`config.mk`:
```
export PLATFORM = sky130hd
export DESIGN_NAME = stopwatch_timebase_ctrl_flat
export DESIGN_NICKNAME = d
export VERILOG_FILES = /design/src/rtl/stopwatch_timebase_ctrl_pkg.sv /design/src/rtl/stopwatch_timebase_ctrl_if.sv /design/src/rtl/stopwatch_timebase_ctrl_debouncer.sv /design/src/rtl/stopwatch_timebase_ctrl.sv /design/src/flat_wrapper.sv
export SDC_FILE = /design/constraint.sdc
export NUM_CORES = 1
export LEC_CHECK = 0
export BUFFER_PORTS_ARGS = -buffer_cell sky130_fd_sc_hd__buf_2
export CAP_MARGIN = 30
export CORE_MARGIN = 10
export CORE_UTILIZATION = 45
export CTS_CLUSTER_DIAMETER = 100
export CTS_CLUSTER_SIZE = 12
export DETAILED_ROUTE_END_ITERATION = 12
export PLACE_DENSITY = 0.57
export SLEW_MARGIN = 20
export SYNTH_ARGS = -nofsm -noshare
export SYNTH_HDL_FRONTEND = slang
export SYNTH_SLANG_ARGS = --single-unit
export TNS_END_PERCENT = 10
```
`constraint.sdc`:
```
create_clock -name Clock -period 6.1 [get_ports Clock]
set_input_delay 0.61 -clock Clock [delete_from_list [all_inputs] [get_ports Clock]]
set_output_delay 0.61 -clock Clock [all_outputs]
set_load 0.005 [all_outputs]
```
`src/rtl/stopwatch_timebase_ctrl_pkg.sv`:
```
// Shared definitions for the stopwatch control/timebase slice:
// FSM encodings, board timing defaults and a counter-width helper.
package stopwatch_pkg;

    typedef enum logic [1:0] {
        ST_IDLE  = 2'd0,
        ST_RUN   = 2'd1,
        ST_PAUSE = 2'd2
    } state_t;

    localparam int BOARD_CLK_HZ            = 50_000_000;
    localparam int DEFAULT_TICK_DIV        = 500_000;   // 100 Hz timebase
    localparam int DEFAULT_DEBOUNCE_CYCLES = 500_000;   // 10 ms debounce

    localparam int NUM_BUTTONS    = 2;
    localparam int BTN_START_STOP = 0;
    localparam int BTN_CLEAR      = 1;

    // Width of a counter that must hold 0..n-1; never narrower than one bit.
    function automatic int cnt_width(input int n);
        return (n > 1) ? $clog2(n) : 1;
    endfunction

endpackage

```
`src/rtl/stopwatch_timebase_ctrl_if.sv`:
```
// Button inputs and counter-chain control outputs of the timebase stage.
// The slave side is the controller; the master side drives the buttons.
interface stopwatch_timebase_ctrl_if;
    logic BtnStartStop;
    logic BtnClear;
    logic Tick;
    logic ClearCounters;
    logic Running;

    modport master (
        output BtnStartStop,
        output BtnClear,
        input  Tick,
        input  ClearCounters,
        input  Running
    );

    modport slave (
        input  BtnStartStop,
        input  BtnClear,
        output Tick,
        output ClearCounters,
        output Running
    );
endinterface

```
`src/rtl/stopwatch_timebase_ctrl_debouncer.sv`:
```
// One push-button path: 2-flop synchronizer, stable-level debounce and a
// single-cycle pulse on each accepted press (release gives no pulse).
module button_debouncer
    import stopwatch_pkg::*;
#(
    parameter int DEBOUNCE_CYCLES = DEFAULT_DEBOUNCE_CYCLES
) (
    input  logic Clock,
    input  logic Reset,
    input  logic BtnRaw,
    output logic Level,
    output logic Press
);

    localparam int              CNT_W    = cnt_width(DEBOUNCE_CYCLES);
    localparam logic [CNT_W-1:0] CNT_LAST = CNT_W'(DEBOUNCE_CYCLES - 1);

    logic             r_sync1;
    logic             r_sync2;
    logic             r_level;
    logic             r_level_d;
    logic [CNT_W-1:0] r_cnt;

    // Bring the raw button into the Clock domain.
    always_ff @(posedge Clock or posedge Reset) begin
        if (Reset) begin
            r_sync1 <= 1'b0;
            r_sync2 <= 1'b0;
        end else begin
            r_sync1 <= BtnRaw;
            r_sync2 <= r_sync1;
        end
    end

    // Accept a new level only after it differs for DEBOUNCE_CYCLES cycles in a row.
    always_ff @(posedge Clock or posedge Reset) begin
        if (Reset) begin
            r_level <= 1'b0;
            r_cnt   <= '0;
        end else if (r_sync2 == r_level) begin
            r_cnt <= '0;
        end else if (r_cnt == CNT_LAST) begin
            r_level <= ~r_level;
            r_cnt   <= '0;
        end else begin
            r_cnt <= r_cnt + CNT_W'(1);
        end
    end

    // Delayed copy of the debounced level for rising-edge detection.
    always_ff @(posedge Clock or posedge Reset) begin
        if (Reset) r_level_d <= 1'b0;
        else       r_level_d <= r_level;
    end

    assign Level = r_level;
    assign Press = r_level & ~r_level_d;

endmodule

```
`src/rtl/stopwatch_timebase_ctrl.sv`:
```
// Run/pause/idle control and centisecond timebase for the stopwatch digit
// chain: debounced buttons drive the FSM, a prescaler advancing only in RUN
// produces Tick, and clear requests produce a one-cycle ClearCounters.
module stopwatch_timebase_ctrl
    import stopwatch_pkg::*;
#(
    parameter int TICK_DIV        = DEFAULT_TICK_DIV,
    parameter int DEBOUNCE_CYCLES = DEFAULT_DEBOUNCE_CYCLES
) (
    input  logic                       Clock,
    input  logic                       Reset,
    stopwatch_timebase_ctrl_if.slave   bus
);

    localparam int               PRE_W    = cnt_width(TICK_DIV);
    localparam logic [PRE_W-1:0] PRE_LAST = PRE_W'(TICK_DIV - 1);

    logic [NUM_BUTTONS-1:0] w_btn_raw;
    logic [NUM_BUTTONS-1:0] w_level;
    logic [NUM_BUTTONS-1:0] w_press;
    logic                   w_press_ss;
    logic                   w_press_clr;

    state_t                 r_state;
    state_t                 w_state_next;
    logic [PRE_W-1:0]       r_presc;
    logic                   r_clear;
    logic                   r_running;
    logic                   w_tick;
    logic                   w_clear_next;
    logic                   w_running_next;

    assign w_btn_raw[BTN_START_STOP] = bus.BtnStartStop;
    assign w_btn_raw[BTN_CLEAR]      = bus.BtnClear;

    generate
        for (genvar gi = 0; gi < NUM_BUTTONS; gi++) begin : g_btn
            button_debouncer #(
                .DEBOUNCE_CYCLES (DEBOUNCE_CYCLES)
            ) u_debounce (
                .Clock  (Clock),
                .Reset  (Reset),
                .BtnRaw (w_btn_raw[gi]),
                .Level  (w_level[gi]),
                .Press  (w_press[gi])
            );
        end
    endgenerate

    assign w_press_ss  = w_press[BTN_START_STOP];
    assign w_press_clr = w_press[BTN_CLEAR];

    // FSM state register.
    always_ff @(posedge Clock or posedge Reset) begin
        if (Reset) r_state <= ST_IDLE;
        else       r_state <= w_state_next;
    end

    // Next state: start/stop toggles RUN/PAUSE; clear only acts out of PAUSE
    // (and wins there over a simultaneous start/stop).
    always_comb begin
        w_state_next = r_state;
        case (r_state)
            ST_IDLE:  if (w_press_ss) w_state_next = ST_RUN;
            ST_RUN:   if (w_press_ss) w_state_next = ST_PAUSE;
            ST_PAUSE: begin
                if (w_press_clr)     w_state_next = ST_IDLE;
                else if (w_press_ss) w_state_next = ST_RUN;
            end
            default:  w_state_next = ST_IDLE;
        endcase
    end

    // Outputs: Tick straight from registers; clear and running are pre-computed
    // here and registered below.
    always_comb begin
        w_tick         = (r_state == ST_RUN) && (r_presc == PRE_LAST);
        w_clear_next   = w_press_clr && ((r_state == ST_IDLE) || (r_state == ST_PAUSE));
        w_running_next = (w_state_next == ST_RUN);
    end

    // Prescaler: advances in RUN, holds in PAUSE so resume keeps the partial
    // tick, and is zeroed whenever the FSM is (or is about to be) IDLE.
    always_ff @(posedge Clock or posedge Reset) begin
        if (Reset) begin
            r_presc <= '0;
        end else if (w_state_next == ST_IDLE) begin
            r_presc <= '0;
        end else if (r_state == ST_RUN) begin
            r_presc <= w_tick ? '0 : r_presc + PRE_W'(1);
        end
    end

    // Registered ClearCounters pulse and Running flag.
    always_ff @(posedge Clock or posedge Reset) begin
        if (Reset) begin
            r_clear   <= 1'b0;
            r_running <= 1'b0;
        end else begin
            r_clear   <= w_clear_next;
            r_running <= w_running_next;
        end
    end

    assign bus.Tick          = w_tick;
    assign bus.ClearCounters = r_clear;
    assign bus.Running       = r_running;

endmodule

```
`src/flat_wrapper.sv`:
```
// flat-port wrapper written by rule: the top's interface ports become plain ports
module stopwatch_timebase_ctrl_flat import stopwatch_pkg::*;
#(
    parameter int TICK_DIV        = DEFAULT_TICK_DIV,
    parameter int DEBOUNCE_CYCLES = DEFAULT_DEBOUNCE_CYCLES
)
  (Clock, Reset, bus_BtnStartStop, bus_BtnClear, bus_Tick, bus_ClearCounters, bus_Running);
  stopwatch_timebase_ctrl_if bus_i ();
  input  logic Clock;
  input  logic Reset;
  input wire logic [$bits(bus_i.BtnStartStop)-1:0] bus_BtnStartStop;
  input wire logic [$bits(bus_i.BtnClear)-1:0] bus_BtnClear;
  output wire logic [$bits(bus_i.Tick)-1:0] bus_Tick;
  output wire logic [$bits(bus_i.ClearCounters)-1:0] bus_ClearCounters;
  output wire logic [$bits(bus_i.Running)-1:0] bus_Running;
  assign bus_i.BtnStartStop = bus_BtnStartStop;
  assign bus_i.BtnClear = bus_BtnClear;
  assign bus_Tick = bus_i.Tick;
  assign bus_ClearCounters = bus_i.ClearCounters;
  assign bus_Running = bus_i.Running;
  stopwatch_timebase_ctrl #(.TICK_DIV(TICK_DIV), .DEBOUNCE_CYCLES(DEBOUNCE_CYCLES)) u_core (.Clock(Clock), .Reset(Reset), .bus(bus_i));
endmodule
```
Word-level counts from Yosys, hierarchy flattened
Cells that the tools add are included.

Register bits: 69. Bits of input ports: 4. Output and inout bits: 3. Word-level logic and storage cells: 52.

Add/subtract/negate cells: 3. Equal/unequal tests: 8. Mux-type cells: 11. Bitwise operators: 8. Reductions and logical operators: 8.

Operators by type and width (count): two-way mux 19 bit (7); adder 19 x 1 -> 19 bit (second input constant) (3); == test 19 bit (second input constant) (3); two-way mux 2 bit (3); inverter 1 bit (6); case mux 2 bit (3 select lines) (1); == test 2 x 1 -> 1 bit (second input constant) (2); zero test 2 bit (2); AND reduction 2 bit (2); bitwise AND 1 bit (2); == test 1 bit (2); == test 2 bit (second input constant) (1); logical AND 1 bit (2); nonzero test 2 bit (1); logical OR 1 bit (1).

Logic depth before layout (Yosys ltp)
Gate-level depths: netlist of run 1.

Depth after elaboration: 7. Depth in mapped cells: 7. Mapped depth without buffers: 5.

Modules after synthesis
Synthesis of run 1 repeated with hierarchy kept, for this count alone.

Cell total of the unflattened synthesis: 341. Area total of the unflattened synthesis: 3518.4 um2.

Modules (own cells, without submodules): button_debouncer (times used 2, cells an instance 105, area an instance 1122.3 um2); stopwatch_timebase_ctrl (times used 1, cells an instance 131, area an instance 1273.7 um2).

Worst setup path before layout of run 1
OpenSTA, ideal clock, no wires.

Path kind: register to register. Start point: register u_core.g_btn[1].u_debounce.r_cnt[0]. End point: register u_core.g_btn[1].u_debounce.r_cnt[10]. Setup time: 0.121 ns. Data arrival time: 1.836 ns. Required time: 5.979 ns. Setup slack: 4.143 ns. Cell stages (with the launch flop): 8. Path buffers: 2. Period minus slack after synthesis: 1.957 ns. Cells stage by stage: dfrtp_1 -> ha_1 -> and4_1 -> clkbuf_1 -> nand4_1 -> o21ai_1 -> buf_2 -> nor2_1.

Word-level cells in the longest chain between the ends: 3. Elaborated cells between the ends (all ways): 4. Classes of those cells: add/sub (1); eq/ne (1); mux (2).

Ends and longest elaborated chain: from (decl) (line stopwatch_timebase_ctrl_debouncer.sv:22) `logic [CNT_W-1:0] r_cnt;`; from (signal assigned) (line stopwatch_timebase_ctrl_debouncer.sv:46) `r_cnt <= r_cnt + CNT_W'(1);`; adder 19 x 1 -> 19 bit or == test 19 bit (tied branches) (line stopwatch_timebase_ctrl_debouncer.sv:46, stopwatch_timebase_ctrl_debouncer.sv:42); two-way mux 19 bit * (line stopwatch_timebase_ctrl_debouncer.sv:42) `end else if (r_cnt == CNT_LAST) begin`; two-way mux 19 bit * (line stopwatch_timebase_ctrl_debouncer.sv:40) `end else if (r_sync2 == r_level) begin`.

Mark *: on every way between the ends. The rest lies on a longest branch, timed or not. A chain may end at the register's enable or synchronous reset.

Worst setup path in the final report of run 1
Start point: register u_core.r_presc[9]. End point: output bus_Tick.

Word-level cells in the longest chain between the ends: 2.

Ends and longest elaborated chain: from (decl) (line stopwatch_timebase_ctrl.sv:26) `logic [PRE_W-1:0] r_presc;`; from (signal assigned) (line stopwatch_timebase_ctrl.sv:90) `r_presc <= w_tick ? '0 : r_presc + PRE_W'(1);`; == test 19 bit (line stopwatch_timebase_ctrl.sv:77) `w_tick = (r_state == ST_RUN) && (r_presc == PRE_LAST);`; logical AND 1 bit (line stopwatch_timebase_ctrl.sv:77); to (decl) (line flat_wrapper.sv:13) `output wire logic [$bits(bus_i.Tick)-1:0] bus_Tick;`.

Every way passes these cells.

==> results of run 1 <==
tightest hold or removal path: stages:
cell and delay (ps):
buf_2 100, inv_2 30, buf_4 350
final timing paths:
path / end / slack, ps / cells past startpoint
min in group Clock: u_core.g_btn[0].u_debounce.r_sync2 / 350 / 0
worst min register to register: u_core.g_btn[0].u_debounce.r_sync2 / 350 / 0
worst max-delay path: bus_Tick / 3730 / 4
worst max register to register: u_core.r_presc[17] / 3820 / 4
max in group asynchronous: u_core.r_presc[18] / 5220 / 4
worst min-delay path: u_core.g_btn[0].u_debounce.r_cnt[6] / 340 / 3
synth_stat cells, drive strengths merged:
cell type  number  share of area
o41ai           2         0.0051
o2111ai         1         0.0026
inv             9         0.0099
nand2b          5         0.0091
nor4            4         0.0073
ha              3          0.011
nand3          13          0.019
nor3            6         0.0088
nand2          20          0.022
and3            1         0.0018
nor4bb          2         0.0059
dfrtp          69           0.50
a22oi           1         0.0022
o21ai          18          0.026
nor4b           1         0.0026
nand4          19          0.035
a21oi          13          0.019
xor2           20          0.051
nor2           35          0.038
or4b            4          0.012
or2             2         0.0037
a21o            2         0.0044
and2            3         0.0055
or4            13          0.029
xnor2           8          0.020
buf             4         0.0059
or3            11          0.021
o211ai          4         0.0088
nor2b           2         0.0037
and4            8          0.021
nand4b          2         0.0051
and4b           1         0.0029
clkbuf          7         0.0077
a211oi         13          0.029
nor3b           1         0.0022
o31ai          13          0.029
mux2            2         0.0066
o22ai           1         0.0018
kinds of logic after synthesis:
family / count (synthesis) / synth area share
flip-flops: 69 / 0.505
AND/OR/NAND/NOR: 153 / 0.255
XOR/XNOR: 28 / 0.0717
buffers and inverters: 20 / 0.0234
AO/OA/AOI/OAI: 68 / 0.127
adder cells (fa/ha/maj): 3 / 0.0110
multiplexers: 2 / 0.00658
final cells by class:
type / instances / area (um^2)
Inverter: 9 / 33.8
Clock buffer: 11 / 131
Timing Repair Buffer: 13 / 98.8
Multi-Input combinational cell: 254 / 1610
Sequential cell: 69 / 1730
Clock inverter: 5 / 27.5
Fill cell: 668 / 3570
Tap cell: 99 / 124
metrics by stage:
step                 util  cells  power [mW]  setup WS, ps  instance area (um^2)
global route        0.512    460       0.844          3570                  3760
CTS                 0.509    458       0.820          3700                  3730
finish              0.512    460       0.808          3730                  3760
floorplan               -    343       0.489          3750                  3420
detailed placement  0.487    442       0.497          3810                  3570
global placement    0.485    441       0.497          3860                  3560
report_power, final:
group	internal, mW	leakage (nW)	switching (mW)	total [mW]
registers	0.462	0.950	0.00361	0.465
logic	0.00683	0.431	0.0164	0.0232
clock network	0.145	0.0829	0.175	0.320
metal layers:
metal / global-route usage / up-vias / wire length [um]
met5: 0 / - / 0
met4: 0.0638 / 0 / 118
met3: 0.0234 / 13 / 183
met2: 0.167 / 36 / 2980
met1: 0.184 / 1254 / 3550
li1: - / 1311 / -
sequential cells by signal (all words and copies together) (netlist names):
name,count
u_core.bus.ClearCounters,1
u_core.g_btn.u_debounce.Level,2
u_core.g_btn.u_debounce.r_sync1,2
u_core.bus.Running,1
u_core.g_btn.u_debounce.r_sync2,2
u_core.r_state,2
u_core.r_presc,19
u_core.g_btn.u_debounce.r_level_d,2
u_core.g_btn.u_debounce.r_cnt,38
==> results.toml, run 1 <==
[detailed_routing]
drt_iter0_drc = 108
drt_pass1_iterations = 4
postRouteWirelength_um = 6830
antenna_left = 0
vias = 2614
viasPerCell = 5.68
routedWlPerCell_um = 14.8
drc = 0

[worst_setup_path]
crit_chain = "nor4_1 > nand4_1 > nor2_1 > buf_2"
r2r-start = "u_core.r_presc[5]"
critical_path.max_stage_delay_ps = 450
cp_num_buf_inv = 1
crit_family = "simple AND/OR/NAND/NOR gates"
critPathRequiredTime_ps = 5490
slowest_stage = "dfrtp_1"
critPathCaptureType = "output port"
crit_arrival_ps = 1760
start_kind = "flip-flop"
critPathMaxFanout = 7
critical_path_class = "flip-flop to output port"
cp-startpoint = "u_core.r_presc[9]"

[sta]
tns_ps = 0
whs_ps = 342
maxSlewViolCount = 0
slew_headroom = 0.556
fin_crit_ps = 2370
worst_pin_slew_ps = 663
period_share = 0.389
setup-violations-final = 0
skew_ps = 10.6
fmax_ghz = 0.422
rsz0062_at_grt = "no"
hold_violations = 0

[placed_design]
routabilityCongestion = 0.863
hpwl_um = 4460
port_buffers = 6

[floorplanning]
fp.coreArea_mm2 = 0.00733
die_h_um = 107
dieArea_mm2 = 0.0115
rows = 31
io_pins = 7
floorplan.initialDensity = 0.467
dieWidth_um = 107

[clock_tree]
post-cts-setup-buffer-count = 0
htreeDepth = 3
cts_root_buf = "clkbuf_8"
holdBufCountCts = 0
clkTransAtPathRegs_ps = 80
cts.sinks = 69
clockBufferDepth = 2
cts_resized = 0
cts_tree = "built"
cts_buffers = 9
insertion_delay_ps = 340

[grt]
grt_overflow = 0
antenna_found_initial = 0
grt_usage = 0.125
grt_max_degree = 70
grt_pass1_wl_um = 11800
first_global_vias = 2442

[power_and_ir_drop]
power.leakage_nw = 1.46
peakVddDrop_v = 0.000115
power_density_mw_per_mm2 = 215

[layout]
area_growth_pct = 9.80
layout_commonest_cell = "dfrtp_1"
antennaDiodeCount = 0
final_cell_mix = "dfrtp_1, nor2_1, nand2_1, xor2_1, nand4_1"
fin_nets = 363
drive_gt1_frac = 0.102

[min_path]
min_path_type = "input pin to async pin"

[logic_synthesis]
synth_nets = 350
yosysWarnings = 0
synth_cell_type_count = 42
yosysSeqAreaShare = 0.505
synth.avg_cell_area_um2 = 9.97
netlist_instances = 343
ys_ff_latch = 69
synth_area_mm2 = 0.00342

[job]
maxCapViolations = 0

[status]
status = "finished, final reports clean"
Power figures use the tool's default switching activity.
==> run 2: changes to the inputs <==
- PLACE_DENSITY: 0.57 -> 0.6
- clock period: 6.1 -> 2.05 ns (I/O delays scaled with it)
==> results.toml, run 2 (same netlist as run 1, synthesis figures left out) <==
[min_path]
min_path_type = "flip-flop to flip-flop"

[placed_design]
place_ws_ps = 40.4
routabilityCongestion = 0.808
port_buffers = 6
hpwl_um = 4890
place_area_mm2 = 0.00373

[power_and_ir_drop]
swShare = 0.219
peakVddDrop_v = 0.000413
power_density_mw_per_mm2 = 676
power.leakage_nw = 1.62
internal_power_mw = 2.13
combPwrFrac = 0.027
power.share.clock = 0.465
power_frac_seq = 0.508
p_switching_mw = 0.598

[worst_setup_path]
crit_arrival_ps = 2200
critPathRequiredTime_ps = 2310
start_kind = "flip-flop"
critPathMaxFanout = 5
critical_path_class = "flip-flop to flip-flop"
crit_family = "simple AND/OR/NAND/NOR gates"
critPathCaptureType = "flip-flop"
critical_path.max_stage_delay_ps = 390
crit_chain = "ha_1 > and4_2 > o211ai_1 > buf_4 > or3_1 > a211oi_1"
cp_num_buf_inv = 1
slowest_stage = "dfrtp_1"

[sta]
fin_crit_ps = 1940
fmax_ghz = 0.515
timing.final.ws_setup_ps = 109
hold_violations = 0
worst_pin_slew_ps = 487
skew_ps = 6.26
setup-violations-final = 0
period_share = 0.947
slew_headroom = 0.675
maxSlewViolCount = 0
rsz0062_at_grt = "yes"

[clock_tree]
clockBufferDepth = 2
cts.sinks = 69
insertion_delay_ps = 350
htreeDepth = 3
cts_root_buf = "clkbuf_8"
cts_buffers = 9
clkTransAtPathRegs_ps = 80
cts_tree = "built"

[detailed_routing]
vias = 2725
drt_iter0_drc = 131
drc = 0
viasPerCell = 5.63
antenna_left = 0
routedWlPerCell_um = 14.7
postRouteWirelength_um = 7130
drt_pass1_iterations = 4

[layout]
antennaDiodeCount = 0
fin_nets = 387
largest_register_ffs = 38
layout_commonest_cell = "dfrtp_1"
post-route-util = 0.550
final_cell_mix = "dfrtp_1, nor2_1, buf_4"
top_regs = "u_core.g_btn.u_debounce.r_cnt x38, u_core.r_presc x19"
stdcell_area_mm2 = 0.00403
area_growth_pct = 17.9
top_register = "u_core.g_btn.u_debounce.r_cnt"
drive_gt1_frac = 0.166

[grt]
antenna_found_initial = 0
first_global_vias = 2583
grt_overflow = 0
grt_pass1_wl_um = 12300
grt_usage = 0.131
grt_max_degree = 32

[job]
maxCapViolations = 0

[floorplanning]
rows = 31
fp.coreArea_mm2 = 0.00733
dieArea_mm2 = 0.0115
die_h_um = 107
floorplan.initialDensity = 0.467
io_pins = 7
dieWidth_um = 107

[status]
status = "finished, final reports clean"
-- run 2: cell count changes in the layout (fill, tap and decap cells not counted), sizes merged --
cell / previous run / this run
buf: 13 / 33
bufinv: 0 / 2
clkbuf: 11 / 10
clkinv: 4 / 2
clkinvlp: 1 / 0
dlygate4sd3: 0 / 3
inv: 9 / 11
o211ai: 4 / 5
-- run 2: path summary, 6_finish.rpt --
path                            cells after the start                               start  slack, ps                             endpoint
worst max-delay path                                6                   u_core.r_presc[0]        110                    u_core.r_presc[8]
worst min-delay path                                0  u_core.g_btn[0].u_debounce.r_sync1        360   u_core.g_btn[0].u_debounce.r_sync2
worst max register to register                      6                   u_core.r_presc[0]        110                    u_core.r_presc[8]
worst min register to register                      0  u_core.g_btn[0].u_debounce.r_sync1        360   u_core.g_btn[0].u_debounce.r_sync2
max in group asynchronous                           4                               Reset        990  u_core.g_btn[0].u_debounce.r_cnt[9]
min in group asynchronous                           3                               Reset        420   u_core.g_btn[1].u_debounce.r_sync1
-- run 2: power by group through the flow --
stage | Combinational (mW) | Sequential, mW | Clock, mW
final | 0.0745 | 1.38 | 1.27
after global routing | 0.0875 | 1.39 | 1.36
after CTS | 0.0774 | 1.38 | 1.30
after detailed placement | 0.0726 | 1.41 | 0
after global placement | 0.0722 | 1.41 | 0
after floorplan | 0.0464 | 1.41 | 0
-- run 2: what timing repair did --
| action | in CTS | in global routing |
|---|---|---|
| setup endpoints to repair | 0 | 9 |
| hold buffers | 3 | 0 |
| resized for setup | 0 | 5 |
| hold endpoints to repair | 22 | 0 |
| buffers inserted | 0 | 2 |
-- run 2: per-layer routing --
metal,vias up,wire (um),global-route usage
met1,1315,3510,0.177
met3,10,309,0.0419
met5,-,0,0
met4,0,104,0.0377
li1,1360,-,-
met2,40,3200,0.195
-- run 2: final cells by class --
class,instances,area [um^2]
Clock inverter,6,93.8
Timing Repair Buffer,36,275
Sequential cell,69,1730
Clock buffer,10,138
Fill cell,644,3300
Multi-Input combinational cell,255,1640
Inverter,9,33.8
Tap cell,99,124
-- run 2: worst register-to-register path: cells and delay by family, from the launching register on --
family | cells | cell delay [ps]
flops | 1 | 390
fa+ha+maj | 1 | 220
simple gates | 2 | 610
compound gates | 2 | 430
buf+inv | 1 | 210
-- run 2: per-stage QoR --
step	power [mW]	std cells	TNS [ps]	hold WS, ps
after floorplan	1.46	343	0	236
after global placement	1.48	462	0	254
after detailed placement	1.48	462	0	256
after CTS	2.76	481	0	359
after global routing	2.84	484	-53.9	371
final	2.73	484	0	356
==> run 3: changes to the inputs <==
- SYNTH_HIERARCHICAL: unset -> 1
==> results.toml, run 3 <==
[worst_setup_path]
start_kind = "flip-flop"
critPathCaptureType = "output port"
crit_arrival_ps = 1750
slowest_stage = "dfrtp_1"
rr_worst_depth = 5
crit_family = "simple AND/OR/NAND/NOR gates"
path_depth = 6
critical_path.max_stage_delay_ps = 370
cp_num_buf_inv = 2
crit_chain = "ha_2 > and4_4 > nand2b_1 > buf_4 > nor3_2 > buf_2"
critical_path_class = "flip-flop to output port"
critPathRequiredTime_ps = 1850
critPathMaxFanout = 5

[grt]
grt_pass1_wl_um = 11900
grt_overflow = 0
grt_usage = 0.125
first_global_vias = 2544
antenna_found_initial = 0
grt_max_degree = 24

[layout]
fill_cells = 693
largest_register_ffs = 38
drive_gt1_frac = 0.151
post-route-util = 0.520
area_growth_pct = 13.1
final_cell_mix = "dfrtp_1, nor2_1, nand3_1, xor2_1, nand2_1"
fin_nets = 373
antennaDiodeCount = 0
top_regs = "u_core/g_btn.u_debounce/r_cnt x38, u_core/r_presc x19"
fin_cells = 473
top_register = "u_core/g_btn.u_debounce/r_cnt"
layout_commonest_cell = "dfrtp_1"

[detailed_routing]
wl_met1_um = 3300
wl_met3_um = 177
dr_wl_met2_um = 3350
viasPerCell = 5.52
vias = 2613
routedWlPerCell_um = 14.6
postRouteWirelength_um = 6890
antenna_left = 0
top_layer = "met4"
drt_pass1_iterations = 4
drt_iter0_drc = 141
drc = 0

[power_and_ir_drop]
internal_power_mw = 2.15
power.leakage_nw = 1.63
power_frac_seq = 0.507
power.share.clock = 0.466
power_density_mw_per_mm2 = 688
swShare = 0.213
combPwrFrac = 0.027
peakVddDrop_v = 0.000320
p_switching_mw = 0.582

[sta]
skew_ps = 8.68
slew_headroom = 0.705
maxSlewViolCount = 0
fmax_ghz = 0.512
setup-violations-final = 0
rsz0062_at_grt = "no"
hold_violations = 0
worst_pin_slew_ps = 439
tns_ps = 0
fin_crit_ps = 1950
period_share = 0.952

[placed_design]
hpwl_um = 4770
routabilityCongestion = 0.778
dp.cells = 453
port_buffers = 6

[floorplanning]
floorplan.initialDensity = 0.460
fp.coreArea_mm2 = 0.00765
die_h_um = 108
rows = 32
dieWidth_um = 108
io_pins = 7
dieArea_mm2 = 0.0118

[clock_tree]
cts_tree = "built"
clockBufferDepth = 2
cts_root_buf = "clkbuf_8"
clkTransAtPathRegs_ps = 70
cts_buffers = 9
insertion_delay_ps = 340
cts.sinks = 69
htreeDepth = 3

[logic_synthesis]
synth_commonest_cells = "dfrtp_1, nor2_1, nand3_1, xor2_1, nand2_1"
yosys.area.top_type = "dfrtp_1"
synth.area.top_cells = "dfrtp_1, xor2_1, nor2_1, xnor2_1, nand3_1"
synth_edf_count = 0
ys_ff_latch = 69
synthFlopType = "dfrtp_1"
synth_area_mm2 = 0.00352
yosysMostFrequentCell = "dfrtp_1"
yosysSeqAreaShare = 0.491
synth.avg_cell_area_um2 = 10.3
synthArstFlopShare = 1.00
synth_nets = 348
netlist_instances = 341
synth_top_area_frac = 0.491
synth_cell_type_count = 51
yosysWarnings = 6

[min_path]
min_path_type = "flip-flop to flip-flop"
min_path_cells = 0

[job]
maxCapViolations = 0

[status]
status = "finished, final reports clean"
==> run 3: changes by cell type after synthesis, sizes merged, moves of 3 or more <==
cell | previous run | this run
or4 | 13 | 5
xnor2 | 8 | 15
nor2 | 35 | 40
buf | 4 | 7
and3 | 1 | 7
a21oi | 13 | 17
nand4 | 19 | 10
a211oi | 13 | 0
clkbuf | 7 | 4
nand2b | 5 | 2
o31ai | 13 | 6
nand3 | 13 | 20
==> run 3: kinds of logic (layout without fill, tap and decap cells) <==
kind of cell / after synthesis / in the layout / share of synthesized area
flops: 69 / 69 / 0.491
mux: 4 / 4 / 0.0142
buf+inv: 18 / 48 / 0.0381
fa+ha+maj: 3 / 3 / 0.0107
xor+xnor: 35 / 35 / 0.0871
compound gates: 56 / 56 / 0.106
simple gates: 156 / 156 / 0.253
==> run 3: final timing paths <==
kind | start | endpoint | slack, ps
worst min-delay path | u_core/g_btn[0].u_debounce/r_sync1 | u_core/g_btn[0].u_debounce/r_sync2 | 360
max in group asynchronous | Reset | u_core/g_btn[1].u_debounce/r_cnt[18] | 1080
worst min register to register | u_core/g_btn[0].u_debounce/r_sync1 | u_core/g_btn[0].u_debounce/r_sync2 | 360
min in group asynchronous | Reset | u_core/g_btn[1].u_debounce/r_cnt[7] | 430
worst max-delay path | u_core/r_presc[1] | bus_Tick | 100
worst max register to register | u_core/g_btn[1].u_debounce/r_cnt[0] | u_core/g_btn[1].u_debounce/r_cnt[18] | 230
==> run 3: through the flow <==
stage | total power, mW | hold slack (ps) | instance area, um^2 | setup WS (ps)
floorplan | 1.47 | 207 | 3520 | 263
global placement | 1.48 | 244 | 3680 | 180
detailed placement | 1.49 | 245 | 3680 | 152
CTS | 2.78 | 357 | 3960 | 56.9
global route | 2.84 | 361 | 3980 | 8.94
finish | 2.74 | 355 | 3980 | 98.6
==> run 3: power groups by stage <==
| stage | clock [mW] | combinational [mW] | sequential, mW |
|---|---|---|---|
| 2_1_floorplan | 0 | 0.0572 | 1.41 |
| 6_report | 1.27 | 0.0742 | 1.39 |
| 3_3_place_gp | 0 | 0.0723 | 1.41 |
| 5_1_grt | 1.37 | 0.0879 | 1.39 |
| 4_1_cts | 1.31 | 0.0771 | 1.39 |
| 3_5_place_dp | 0 | 0.0726 | 1.41 |
==> run 3: timing repair <==
item	4_1_cts	5_1_grt
gates resized for setup	2	4
endpoints found under the setup margin	1	4
endpoints found under the hold margin	58	0
hold buffers	3	0
buffers inserted	1	0
==> run 3: layout make-up <==
cell class | instances | area, um^2 | area share
Inverter | 7 | 26.3 | 0.00661
Clock inverter | 5 | 82.6 | 0.0208
Sequential cell | 69 | 1730 | 0.434
Multi-Input combinational cell | 254 | 1680 | 0.423
Timing Repair Buffer | 25 | 180 | 0.0453
Clock buffer | 11 | 151 | 0.0381
Tap cell | 102 | 128 | 0.0321
==> run 3: per-layer routing <==
layer | global-route usage | up-vias
met5 | 0 | -
met4 | 0.0537 | 0
met3 | 0.0238 | 4
met2 | 0.194 | 27
met1 | 0.167 | 1301
li1 | - | 1281
